===== config.mk =====
export PLATFORM = sky130hd
export DESIGN_NAME = alu_seq
export DESIGN_NICKNAME = d
export VERILOG_FILES = /design/src/rtl/alu_seq.sv
export SDC_FILE = /design/constraint.sdc
export NUM_CORES = 1
export LEC_CHECK = 0
export ABC_AREA = 1
export BUFFER_PORTS_ARGS = -buffer_cell sky130_fd_sc_hd__buf_4
export CAP_MARGIN = 20
export CORE_MARGIN = 4
export CORE_UTILIZATION = 50
export DETAILED_ROUTE_END_ITERATION = 7
export PLACE_DENSITY = 0.71
export SLEW_MARGIN = 10
export SYNTH_ARGS = -nofsm -noshare
export SYNTH_HDL_FRONTEND = slang
export SYNTH_SLANG_ARGS = --single-unit

===== constraint.sdc =====
create_clock -name CLK -period 3.65 [get_ports CLK]
set_clock_uncertainty 0.2 [all_clocks]
set_input_delay 0.73 -clock CLK [delete_from_list [all_inputs] [get_ports CLK]]
set_output_delay 0.73 -clock CLK [all_outputs]
set_load 0.005 [all_outputs]

===== src/rtl/alu_seq.sv =====
// alu_seq - execute-stage sequencer in front of an 8-bit combinational ALU.
//
// Accepts decoded commands over a valid/ready handshake and owns a 4x8-bit
// register file (R0..R3) plus a 4-bit status register {N,V,Z,C}. For
// arithmetic commands it drives the ALU operands/opcode/carry-in for one
// cycle and writes ALU_OUT and the ALU flags back at the end of that cycle.
// ADD16 chains two ALU passes: {R1,R0} += {R3,R2}.
//
// Ports:
//   CLK, RST             clock, asynchronous active-high reset
//   IN_VALID, IN_READY   command handshake (IN_READY high only when idle)
//   CMD, RD, RS, IMM     command code, dest/first operand, source, immediate
//   ALU_OP, ALU_A,
//   ALU_B, ALU_CI        registered ALU drive (zero when not executing)
//   ALU_OUT, ALU_C/Z/N/V combinational ALU result and flags
//   FLAGS                status register {N,V,Z,C}
//   DONE                 one-cycle pulse after a command retires
//   DBG_SEL, DBG_DATA    combinational register-file read port
//
// state    | meaning
// ---------+--------------------------------------------------------------
// S_IDLE   | ready for a command; ALU drive held at zero
// S_EXEC   | single ALU pass (or low byte of ADD16); write back at end
// S_EXEC_HI| high byte of ADD16, carry-in = low-pass carry-out

module alu_seq (
  input  logic       CLK,
  input  logic       RST,
  input  logic       IN_VALID,
  output logic       IN_READY,
  input  logic [3:0] CMD,
  input  logic [1:0] RD,
  input  logic [1:0] RS,
  input  logic [7:0] IMM,
  output logic [1:0] ALU_OP,
  output logic [7:0] ALU_A,
  output logic [7:0] ALU_B,
  output logic       ALU_CI,
  input  logic [7:0] ALU_OUT,
  input  logic       ALU_C,
  input  logic       ALU_Z,
  input  logic       ALU_N,
  input  logic       ALU_V,
  output logic [3:0] FLAGS,
  output logic       DONE,
  input  logic [1:0] DBG_SEL,
  output logic [7:0] DBG_DATA
);

  typedef enum logic [1:0] {
    S_IDLE    = 2'd0,
    S_EXEC    = 2'd1,
    S_EXEC_HI = 2'd2
  } state_t;

  localparam logic [3:0] CMD_ADC   = 4'd0;
  localparam logic [3:0] CMD_SUB   = 4'd1;
  localparam logic [3:0] CMD_INC   = 4'd2;
  localparam logic [3:0] CMD_DEC   = 4'd3;
  localparam logic [3:0] CMD_ADD16 = 4'd4;
  localparam logic [3:0] CMD_MOV   = 4'd5;
  localparam logic [3:0] CMD_LDI   = 4'd6;
  localparam logic [3:0] CMD_CLC   = 4'd7;

  localparam logic [1:0] OP_ADD = 2'b00;
  localparam logic [1:0] OP_SUB = 2'b01;
  localparam logic [1:0] OP_INC = 2'b10;
  localparam logic [1:0] OP_DEC = 2'b11;

  state_t          state;
  logic [3:0][7:0] regs;
  logic [3:0]      flags;
  logic [3:0]      cmd_q;
  logic [1:0]      rd_q;
  logic [1:0]      rs_q;
  logic [7:0]      imm_q;
  logic            lo_z;
  logic            done;

  always_ff @(posedge CLK or posedge RST) begin
    if (RST) begin
      state  <= S_IDLE;
      regs   <= '0;
      flags  <= 4'b0000;
      cmd_q  <= 4'd0;
      rd_q   <= 2'd0;
      rs_q   <= 2'd0;
      imm_q  <= 8'h00;
      lo_z   <= 1'b0;
      done   <= 1'b0;
      ALU_OP <= OP_ADD;
      ALU_A  <= 8'h00;
      ALU_B  <= 8'h00;
      ALU_CI <= 1'b0;
    end else begin
      done <= 1'b0;
      unique case (state)
        S_IDLE: begin
          if (IN_VALID) begin
            cmd_q <= CMD;
            rd_q  <= RD;
            rs_q  <= RS;
            imm_q <= IMM;
            state <= S_EXEC;
            // Operands are registered here so the ALU sees a clean drive for
            // the whole EXEC cycle; the register file is settled at this
            // point because a previous command has already retired.
            unique case (CMD)
              CMD_ADC: begin
                ALU_OP <= OP_ADD;
                ALU_A  <= regs[RD];
                ALU_B  <= regs[RS];
                ALU_CI <= flags[0];
              end
              CMD_SUB: begin
                ALU_OP <= OP_SUB;
                ALU_A  <= regs[RD];
                ALU_B  <= regs[RS];
                ALU_CI <= 1'b0;
              end
              CMD_INC: begin
                ALU_OP <= OP_INC;
                ALU_A  <= regs[RD];
                ALU_B  <= 8'h00;
                ALU_CI <= 1'b0;
              end
              CMD_DEC: begin
                ALU_OP <= OP_DEC;
                ALU_A  <= regs[RD];
                ALU_B  <= 8'h00;
                ALU_CI <= 1'b0;
              end
              CMD_ADD16: begin
                ALU_OP <= OP_ADD;
                ALU_A  <= regs[0];
                ALU_B  <= regs[2];
                ALU_CI <= 1'b0;
              end
              default: begin
                ALU_OP <= OP_ADD;
                ALU_A  <= 8'h00;
                ALU_B  <= 8'h00;
                ALU_CI <= 1'b0;
              end
            endcase
          end
        end

        S_EXEC: begin
          ALU_OP <= OP_ADD;
          ALU_A  <= 8'h00;
          ALU_B  <= 8'h00;
          ALU_CI <= 1'b0;
          state  <= S_IDLE;
          done   <= 1'b1;
          unique case (cmd_q)
            CMD_ADC, CMD_SUB, CMD_INC, CMD_DEC: begin
              regs[rd_q] <= ALU_OUT;
              flags      <= {ALU_N, ALU_V, ALU_Z, ALU_C};
            end
            CMD_ADD16: begin
              regs[0] <= ALU_OUT;
              lo_z    <= ALU_Z;
              // High pass: the low carry-out is held directly in ALU_CI.
              ALU_OP  <= OP_ADD;
              ALU_A   <= regs[1];
              ALU_B   <= regs[3];
              ALU_CI  <= ALU_C;
              state   <= S_EXEC_HI;
              done    <= 1'b0;
            end
            CMD_MOV: regs[rd_q] <= regs[rs_q];
            CMD_LDI: regs[rd_q] <= imm_q;
            CMD_CLC: flags[0]   <= 1'b0;
            default: ;
          endcase
        end

        S_EXEC_HI: begin
          regs[1] <= ALU_OUT;
          // 16-bit zero needs both bytes zero; N/V/C come from the high byte.
          flags   <= {ALU_N, ALU_V, lo_z & ALU_Z, ALU_C};
          ALU_OP  <= OP_ADD;
          ALU_A   <= 8'h00;
          ALU_B   <= 8'h00;
          ALU_CI  <= 1'b0;
          done    <= 1'b1;
          state   <= S_IDLE;
        end

        default: state <= S_IDLE;
      endcase
    end
  end

  assign IN_READY = (state == S_IDLE);
  assign FLAGS    = flags;
  assign DONE     = done;
  assign DBG_DATA = regs[DBG_SEL];

endmodule


# Word-level counts from Yosys, hierarchy flattened
# Cells that the tools add are included.
# word_totals
reg_bits,75
latchBits,0
ram_bits,0
rom_bits,0
input_bits,33
out_inout_bits,33
elab_cells,102
memories,0
# op_classes
n_addsub,0
multipliers,0
div_mod_pow,0
n_lt_le_gt_ge,6
eq_ne,17
shift,0
muxes,39
n_bitwise,1
n_reduce_logical,22
# op_table
operator,n
bitwise mux 32 bit,3
2-to-1 mux 8 bit,9
case mux 24 bit (3 select lines),1
binary-select mux 8 bit (select 2 bit),4
case mux 8 bit (2 select lines),3
case mux 8 bit (3 select lines),2
case mux 8 bit (4 select lines),1
== test 4 x 3 -> 1 bit (second input constant),5
AND reduction 2 bit,9
demux 8 bit (select 2 bit),1
== test 4 x 2 -> 1 bit (second input constant),4
< comparator 2 x 3 -> 1 bit (second input constant),5
== test 4 x 1 -> 1 bit (second input constant),2
logical NOT 4 bit,2
case mux 2 bit (2 select lines),2
case mux 4 bit (2 select lines),1
OR reduction 4 bit,2
2-to-1 mux 2 bit,3
case mux 2 bit (3 select lines),1
nonzero test 3 bit,2
2-to-1 mux 1 bit,4
!= test 4 x 1 -> 1 bit (second input constant),1
case mux 1 bit (2 select lines),2
nonzero test 2 bit,2
other kinds (13),14

# Depth between registers and ports, before layout
# Gate-level depths: netlist of run 1.
# depth
depth_word,7
mapped_depth,11
mapped_depth_nobuf,11

# Worst setup path after synthesis of run 1
# No wires, ideal clock.
# synth_timing
path_kind,input to output
startpoint,input DBG_SEL[0]
endpoint,output DBG_DATA[5]
arrival_ps,1509
t_required_ps,2720
path_slack_ps,1211
stages,6
n_path_buf,2
cell_sequence,buf_2 > inv_1 > clkbuf_1 > o21ai_0 > a21oi_1 > a21oi_1
# synth_via
elab_chain_cells,2
# synth_lines
item,line,source
"start, declared",46,"input logic [1:0] DBG_SEL,"
binary-select mux 8 bit (select 2 bit),199,assign DBG_DATA = regs[DBG_SEL];
2-to-1 mux 8 bit (implied by the code),199,
"end, declared",47,output logic [7:0] DBG_DATA
# No other way between the ends. The select of a mux whose other input is x is not followed.

# Final worst setup path of run 1
# Ends and elaborated chain as after synthesis.

==> results of run 1 <==
## final cells by class
class | count | area, sq um | share of cell area, %
Multi-Input combinational cell | 547 | 2680 | 46.9
Sequential cell | 75 | 1880 | 32.9
Timing Repair Buffer | 70 | 526 | 9.20
Inverter | 73 | 280 | 4.91
Tap cell | 133 | 166 | 2.91
Clock buffer | 10 | 128 | 2.23
Clock inverter | 5 | 55.1 | 0.964
## registers in the layout, summed over array words and instances, names as in the netlist
| name | cells |
|---|---|
| regs | 32 |
| ALU_A | 8 |
| ALU_B | 8 |
| imm_q | 8 |
| FLAGS | 4 |
| cmd_q | 4 |
| ALU_OP | 2 |
| rd_q | 2 |
| rs_q | 2 |
| state | 2 |
| ALU_CI | 1 |
| DONE | 1 |
| lo_z | 1 |
## logic make-up (layout without fill, tap and decap cells)
group	count (synthesis)	count (layout)	share of synthesized area (%)
and+or+nand+nor	410	410	35.6
AOI/OAI and AO/OA	122	122	14.3
buffers and inverters	105	158	9.29
DFF	75	75	37.4
muxes	10	10	2.24
adders and majority gates	5	5	1.25
## stage by stage
step | cell area, sq um | hold WS [ns] | cells | utilization, % | setup slack [ns]
floorplan | 5020 | 0.242 | 727 | - | 0.810
global placement | 5530 | 0.262 | 898 | 56.6 | 1.01
detailed placement | 5530 | 0.267 | 898 | 56.6 | 0.924
CTS | 5710 | 0.288 | 913 | 58.4 | 0.922
global route | 5710 | 0.302 | 913 | 58.4 | 0.703
finish | 5710 | 0.287 | 913 | 58.4 | 0.905
## where the power goes
group / switching [mW] / internal [mW] / leakage, nW
Combinational: 1.35 / 0.862 / 1.88
Sequential: 0.522 / 1.21 / 0.909
Clock: 0.321 / 0.310 / 0.0881
Total: 2.19 / 2.38 / 2.88
## metal layers
metal / vias to the layer above / track usage (%)
li1: 2464 / -
met1: 2319 / 37.9
met2: 230 / 41.6
met3: 28 / 5.61
met4: 0 / 7.94
met5: - / 0
## Yosys cell counts, drive strengths merged
cell,n
nand2,260
nand3,95
dfrtp,75
inv,70
nor2,51
a21oi,41
o21ai,38
o211ai,25
buf,20
o21a,14
clkbuf,12
mux2,10
ha,5
clkinv,3
a31oi,2
nand4,2
nor3,2
o22ai,1
o2bb2ai,1
## worst register-to-register path: cells and delay by family, from the launching register on
kind	cells	cell delay [ns]
AO/OA/AOI/OAI	2	0.37
adder cells (fa/ha/maj)	1	0.30
buffers and inverters	3	0.90
flip-flops	1	0.40
AND/OR/NAND/NOR	1	0.16
## worst min path at each step
| stage | start | endpoint | depth (start not counted) |
|---|---|---|---|
| floorplan | lo_z$_DFFE_PP0P_ | lo_z$_DFFE_PP0P_ | 2 |
| global placement | lo_z$_DFFE_PP0P_ | lo_z$_DFFE_PP0P_ | 2 |
| detailed placement | lo_z$_DFFE_PP0P_ | lo_z$_DFFE_PP0P_ | 2 |
| CTS | lo_z$_DFFE_PP0P_ | lo_z$_DFFE_PP0P_ | 2 |
| global route | ALU_A[0]$_DFFE_PP0P_ | ALU_A[0]$_DFFE_PP0P_ | 2 |
| finish | lo_z$_DFFE_PP0P_ | lo_z$_DFFE_PP0P_ | 2 |
==> reports/metrics.yaml, run 1 <==
synth_fp_nets: 765
dieHeight_um: 108
via_per_inst: 5.52
crit_type: "primary input to primary output"
pin_count: 66
setup_viol: 0
leakagePower_nw: 2.88
ff2ff_setup_slack_ns: 1.19
reg2reg_depth: 7
rsz0062_at_grt: "false"
placeableCoreArea_sq_mm: 0.00977
crit_start: "DBG_SEL[0]"
synth_area_leader_cell: "dfrtp_1"
vdd.ir_drop.worst_uv: 384
cts_tree: "done"
r2r-end: "ALU_OP[1]$_DFFE_PP0P_"
top_layer: "met4"
portBuffers: 65
cts_max_path_buffers: 2
tightest_slew_ns: 0.832
arrival_ns: 1.81
gr-total-overflow: 0
crit_path_end_kind: "primary output"
final_cell_mix: "253 x nand2_1, 88 x nand3_1, 75 x dfrtp_1"
synthCells: 727
insertion_delay_ns: 0.36
wl_per_cell_um: 16.1
worstSetupPathDepth: 6
cp_max_fo: 24
die-width_um: 108
cts-buffers-inserted: 9
worstPathRequired_ns: 2.72
finalCritPeriodShare_pct: 75.2
yosysSeqAreaShare_pct: 37.4
rows: 36
grt_pass1_wl_um: 24500
grt_max_degree: 37
antenna_cells: 0
clk_pin_slew_worst_paths_ns: 0.08
synth_seq_cells: 75
grt_pass1_vias: 4768
yosysWarnings: 0
cts_hold_buf: 0
endpoint: "DBG_DATA[5]"
synthDistinctLibCells: 36
relSlewSlack_pct: 44.3
drv_cap: 0
gp_congestion: 0.988
antenna_found_initial: 0
synth_area_sq_mm: 0.00502
synthTopCellsByArea: "dfrtp_1 37%, nand2_1 19%, nand3_1 8.8%, inv_1 4.9%, a21oi_1 4.1%"
wl_met2_um: 6770
crit_chain: "buf_4 -> inv_1 -> o21ai_0 -> a21oi_1 -> a21oi_1 -> buf_4"
initial_core_util_pct: 51.4
drc_errors: 0
post_cts_buffers: 0
vias: 5041
synth_top_cell_area_share_pct: 37.4
first_pass_iters: 5
numClockSinks: 75
fin_tns_setup_ns: 0
cts_resized: 0
areaGrowthSynthToFinish_pct: 13.7
met3_length_um: 1160
ctsHtreeMaxLevel: 3
wirelength_met1_um: 6420
layout_commonest_cell: "nand2_1"
syn_area_per_cell_sq_um: 6.91
final-max-slew-violation-count: 0
min_period_ns: 2.74
max_freq_ghz: 0.364
ant_nets: 0
power_mw: 4.57
finalHoldViolations: 0
slowest_stage: "inv_1"
slowest_delay_ns: 0.43
setup.worst_path.start_class: "primary input"
nNetsFinal: 814
fillCellCount: 967
crit_buf_inv: 3
drive_gt1_share_pct: 15.9
root_buffer: "clkbuf_8"
rr_startpoint: "state[0]$_DFFE_PP0P_"
first_iter_violations: 574
status: "finished, final reports clean"
routed_wl_um: 14700
die_area_sq_mm: 0.0117
grtUsageTotal_pct: 26.8
place_hpwl_um: 11100
hp-class: "flip-flop to flip-flop"
crit_family: "buffers and inverters"
powerDensity_mw_per_mm2: 801
Note: power is estimated with default switching activity, not from simulation.
==> run 2: changes to the inputs <==
- clock period: 3.65 -> 2.6 ns (I/O delays scaled with it)
==> run 2 against run 1 <==
  * Sequential share of layout area shrank 0.54 points
  * Critical endpoint is now DBG_DATA[4]
  * Final area grew 1.7%
  * Hold slack lost 0.11 ns
  * Core utilization grew 0.97 points
  * Worst setup slack lost 0.70 ns
==> reports/metrics.yaml, run 2 (same netlist as run 1, synthesis figures left out) <==
gr-total-overflow: 0
fillCellCount: 921
via_per_inst: 5.50
areaGrowthSynthToFinish_pct: 15.6
die-width_um: 108
grt_max_degree: 56
reg2reg_depth: 8
min_to: "lo_z$_DFFE_PP0P_"
gp_congestion: 0.916
first_iter_violations: 458
arrival_ns: 1.67
max_freq_ghz: 0.418
pin_count: 66
r2r-end: "ALU_B[6]$_DFFE_PP0P_"
final-max-slew-violation-count: 0
tightest_slew_ns: 0.613
setup.worst_path.start_class: "primary input"
placeableCoreArea_sq_mm: 0.00977
crit_type: "primary input to primary output"
status: "finished, final reports clean"
rsz0062_at_grt: "false"
multiInputGateArea_sq_mm: 0.00269
crit_family: "buffers and inverters"
worstPathRequired_ns: 1.88
holdPathStages: 3
cp_max_fo: 24
stdcell_area_sq_mm: 0.00581
finalCritPeriodShare_pct: 92.0
cts_max_path_buffers: 2
grt_pass1_vias: 4749
slowest_stage: "inv_1"
slowest_delay_ns: 0.46
vdd.ir_drop.worst_uv: 518
dieHeight_um: 108
relSlewSlack_pct: 59.1
routed_wl_um: 14800
drive_gt1_share_pct: 16.4
initial_core_util_pct: 51.4
drc_errors: 0
ff2ff_setup_slack_ns: 0.43
cts-buffers-inserted: 9
place_hpwl_um: 11200
crit_chain: "buf_4 -> inv_1 -> o21ai_0 -> a21oi_1 -> a21oi_1 -> buf_4"
placed_cell_area_sq_mm: 0.00557
die_area_sq_mm: 0.0117
antenna_cells: 0
antenna_found_initial: 0
final_cell_mix: "253 x nand2_1, 88 x nand3_1, 75 x dfrtp_1"
cts_tree: "done"
vias: 5051
finalHoldViolations: 0
grt_pass1_wl_um: 24400
drv_cap: 0
power_mw: 6.57
ctsHtreeMaxLevel: 3
hp-class: "primary input to flip-flop"
powerDensity_mw_per_mm2: 1130
fin_tns_setup_ns: 0
leakagePower_nw: 2.91
ff_latch_area_sq_mm: 0.00188
first_pass_iters: 6
crit_path_end_kind: "primary output"
setup_viol: 0
numClockSinks: 75
post_cts_buffers: 0
nNetsFinal: 818
rr_startpoint: "state[0]$_DFFE_PP0P_"
crit_buf_inv: 3
insertion_delay_ns: 0.35
top_register: "regs"
clk_pin_slew_worst_paths_ns: 0.08
ant_nets: 0
rows: 36
root_buffer: "clkbuf_8"
wl_per_cell_um: 16.1
grtUsageTotal_pct: 26.4
portBuffers: 65
holdCritStartpoint: "ALU_Z"
min_period_ns: 2.39
largest_reg_flops: 32
layout_commonest_cell: "nand2_1"
==> run 2: worst register-to-register path: cells and delay by family, from the launching register on <==
kind	cells	cell delay [ns]
fa+ha+maj	1	0.22
buf+inv	3	0.57
flops	1	0.41
simple gates	4	0.71
==> run 2: metal layers <==
metal | global-route usage (%) | up-vias | routed length (um)
li1 | - | 2468 | -
met1 | 38.4 | 2343 | 6680
met2 | 41.3 | 223 | 6800
met3 | 3.94 | 17 | 1110
met4 | 6.67 | 0 | 180
met5 | 0 | - | 0
==> run 2: worst max path at each step <==
stage / slack (ns) / cells past startpoint / to / start
after detailed placement: 0.16 / 8 / ALU_B[5]$_DFFE_PP0P_ / state[0]$_DFFE_PP0P_
after floorplan: 0.58 / 6 / DBG_DATA[5] / DBG_SEL[0]
after global placement: 0.29 / 6 / DBG_DATA[4] / DBG_SEL[0]
final: 0.21 / 6 / DBG_DATA[4] / DBG_SEL[0]
after global routing: 0.1 / 6 / DBG_DATA[4] / DBG_SEL[0]
after CTS: 0.16 / 8 / ALU_B[5]$_DFFE_PP0P_ / state[0]$_DFFE_PP0P_
==> run 2: per-stage QoR <==
| stage | hold WS (ns) | cells | worst slack [ns] | util, % |
|---|---|---|---|---|
| 6_report | 0.176 | 918 | 0.209 | 59.4 |
| 5_1_grt | 0.179 | 918 | 0.0999 | 59.4 |
| 4_1_cts | 0.165 | 918 | 0.160 | 59.4 |
| 3_5_place_dp | 0.271 | 901 | 0.159 | 57.0 |
| 3_3_place_gp | 0.267 | 901 | 0.294 | 57.0 |
| 2_1_floorplan | 0.242 | 727 | 0.581 | - |
==> run 2: what timing repair did <==
action | in CTS | in global routing
endpoints found under the hold margin | 5 | 0
gates resized for setup | 0 | 1
hold buffers | 1 | 0
setup endpoints to repair | 0 | 16
==> run 2: report_power, final <==
part           internal [mW]  leakage [nW]  switching, mW
combinational           1.24          1.90           1.97
clock                  0.547         0.102          0.476
sequential              1.70         0.909          0.641
==> run 2: area by class of cell <==
cell class	instances	share of cell area [%]
Inverter	73	4.89
Multi-Input combinational cell	547	46.3
Tap cell	133	2.87
Timing Repair Buffer	74	9.82
Clock inverter	7	1.72
Clock buffer	9	2.13
Sequential cell	75	32.3
==> run 3: changes to the inputs <==
==> constraint.sdc (replaced) <==
create_clock -name CLK -period 2.6 [get_ports CLK]
set_clock_uncertainty 0.2 [all_clocks]
set_input_delay 0.26 -clock CLK [delete_from_list [all_inputs] [get_ports CLK]]
set_output_delay 0.26 -clock CLK [all_outputs]
set_load 0.005 [all_outputs]
==> run 3 against run 2 <==
  * Final cell count increased by 1.6%
  * Clock power down 15%
  * Worst setup slack improved by 0.19 ns
  * Critical path depth unchanged
  * Power decreased by 3.0%
  * Maximum frequency grew 8.6%
  * Via count shrank 0.22%
  * Wire length down 3.4%
  * First-iteration DRC count is 3.5% lower
  * Hold slack lost 0.17 ns
  * Global-route usage shrank 0.44 points
==> reports/metrics.yaml, run 3 (same netlist as run 1, synthesis figures left out) <==
finalHoldViolations: 0
wl_per_cell_um: 15.3
ctsHtreeMaxLevel: 3
status: "finished, final reports clean"
crit_path_end_kind: "flip-flop"
routed_wl_um: 14300
drv_cap: 0
antenna_found_initial: 0
tightest_slew_ns: 0.794
grt_pass1_wl_um: 24100
dieHeight_um: 108
vias: 5040
relSlewSlack_pct: 46.8
post_cts_buffers: 0
top_register: "regs"
hp-class: "primary input to flip-flop"
max_freq_ghz: 0.454
first_iter_violations: 442
layout_commonest_cell: "nand2_1"
holdCritStartpoint: "ALU_OUT[4]"
via_per_inst: 5.40
ant_nets: 0
grtUsageTotal_pct: 25.9
drc_errors: 0
placed_cells: 898
rr_startpoint: "state[0]$_DFFE_PP0P_"
min_period_ns: 2.20
arrival_ns: 2.23
finalCritPeriodShare_pct: 84.7
layout.cells.non_filler: 933
areaGrowthSynthToFinish_pct: 18.0
die_area_sq_mm: 0.0117
insertion_delay_ns: 0.37
vdd.ir_drop.worst_uv: 514
cts_max_path_buffers: 2
crit_type: "flip-flop to flip-flop"
largest_reg_flops: 32
powerDensity_mw_per_mm2: 1080
setup.worst_path.start_class: "flip-flop"
stdcell_area_sq_mm: 0.00593
initial_core_util_pct: 51.4
nNetsFinal: 834
multiInputGateArea_sq_mm: 0.00269
crit_start: "state[0]$_DFFE_PP0P_"
final_cell_mix: "253 x nand2_1, 88 x nand3_1, 75 x dfrtp_1"
placed_cell_area_sq_mm: 0.00554
grt_pass1_vias: 4765
clk_pin_slew_worst_paths_ns: 0.08
fin_tns_setup_ns: 0
first_pass_iters: 5
setup_ws_ns: 0.399
die-width_um: 108
cts_tree: "done"
place_hpwl_um: 10600
rows: 36
portBuffers: 65
fillCellCount: 915
cts-buffers-inserted: 9
final-max-slew-violation-count: 0
antenna_cells: 0
numClockSinks: 75
rsz0062_at_grt: "false"
ff_latch_area_sq_mm: 0.00188
gp_congestion: 0.936
leakagePower_nw: 2.98
grt_max_degree: 76
setup_viol: 0
drive_gt1_share_pct: 15.5
pin_count: 66
worstPathRequired_ns: 2.63
placeableCoreArea_sq_mm: 0.00977
dp_slack_ns: 0.259
root_buffer: "clkbuf_8"
cp_max_fo: 18
gr-total-overflow: 0
## run 3: repair_timing
| action | in CTS | in global routing |
|---|---|---|
| gates resized for setup | 0 | 1 |
| hold endpoints to repair | 98 | 0 |
| setup endpoints to repair | 0 | 9 |
| hold buffers | 20 | 0 |
## run 3: area by class of cell
cell class | instances | share of cell area, %
clock buffer | 13 | 2.85
clock inverter | 2 | 0.169
inverter | 73 | 4.73
multi-input combinational | 547 | 45.3
sequential | 75 | 31.7
tap | 133 | 2.81
timing repair buffer | 90 | 12.5
## run 3: report_power, final
| group | leakage [nW] | switching [mW] | internal [mW] |
|---|---|---|---|
| clock | 0.0953 | 0.448 | 0.418 |
| sequential | 0.909 | 0.629 | 1.70 |
| combinational | 1.97 | 1.92 | 1.25 |
## run 3: per-layer routing
| metal | global-route usage, % | up-vias | share of wire (%) |
|---|---|---|---|
| met4 | 7.48 | 0 | 1.3 |
| met3 | 5.55 | 16 | 7.6 |
| met1 | 35.8 | 2320 | 45 |
| met5 | 0 | - | 0 |
| met2 | 41.2 | 205 | 46 |
| li1 | - | 2499 | - |
## run 3: path summary, 6_finish.rpt
path,to,slack [ns],cells after the start
worst max-delay path,ALU_OP[0]$_DFFE_PP0P_,0.40,6
max in group asynchronous,ALU_A[6]$_DFFE_PP0P_,1.54,4
worst min-delay path,regs[12]$_DFFE_PP0P_,0.002,5
worst min register to register,lo_z$_DFFE_PP0P_,0.28,2
min in group asynchronous,cmd_q[1]$_DFFE_PP0P_,0.33,4
worst max register to register,ALU_OP[0]$_DFFE_PP0P_,0.40,6
## run 3: critical path, stage by stage, from the launching register on
cell and delay (ns):
dfrtp_1 0.38, inv_1 0.11, ha_1 0.26, nand2_1 0.55, o21ai_0 0.35, nor2_1 0.17, a21oi_1 0.05
## run 3: metrics by stage
step / total power, mW / utilization (%) / hold slack (ns)
2_1_floorplan: 4.40 / - / 0.177
3_3_place_gp: 5.35 / 56.7 / 0.183
3_5_place_dp: 5.46 / 56.7 / 0.191
4_1_cts: 6.35 / 60.6 / 0.000154
5_1_grt: 6.94 / 60.6 / 0.0282
6_report: 6.37 / 60.6 / 0.00206
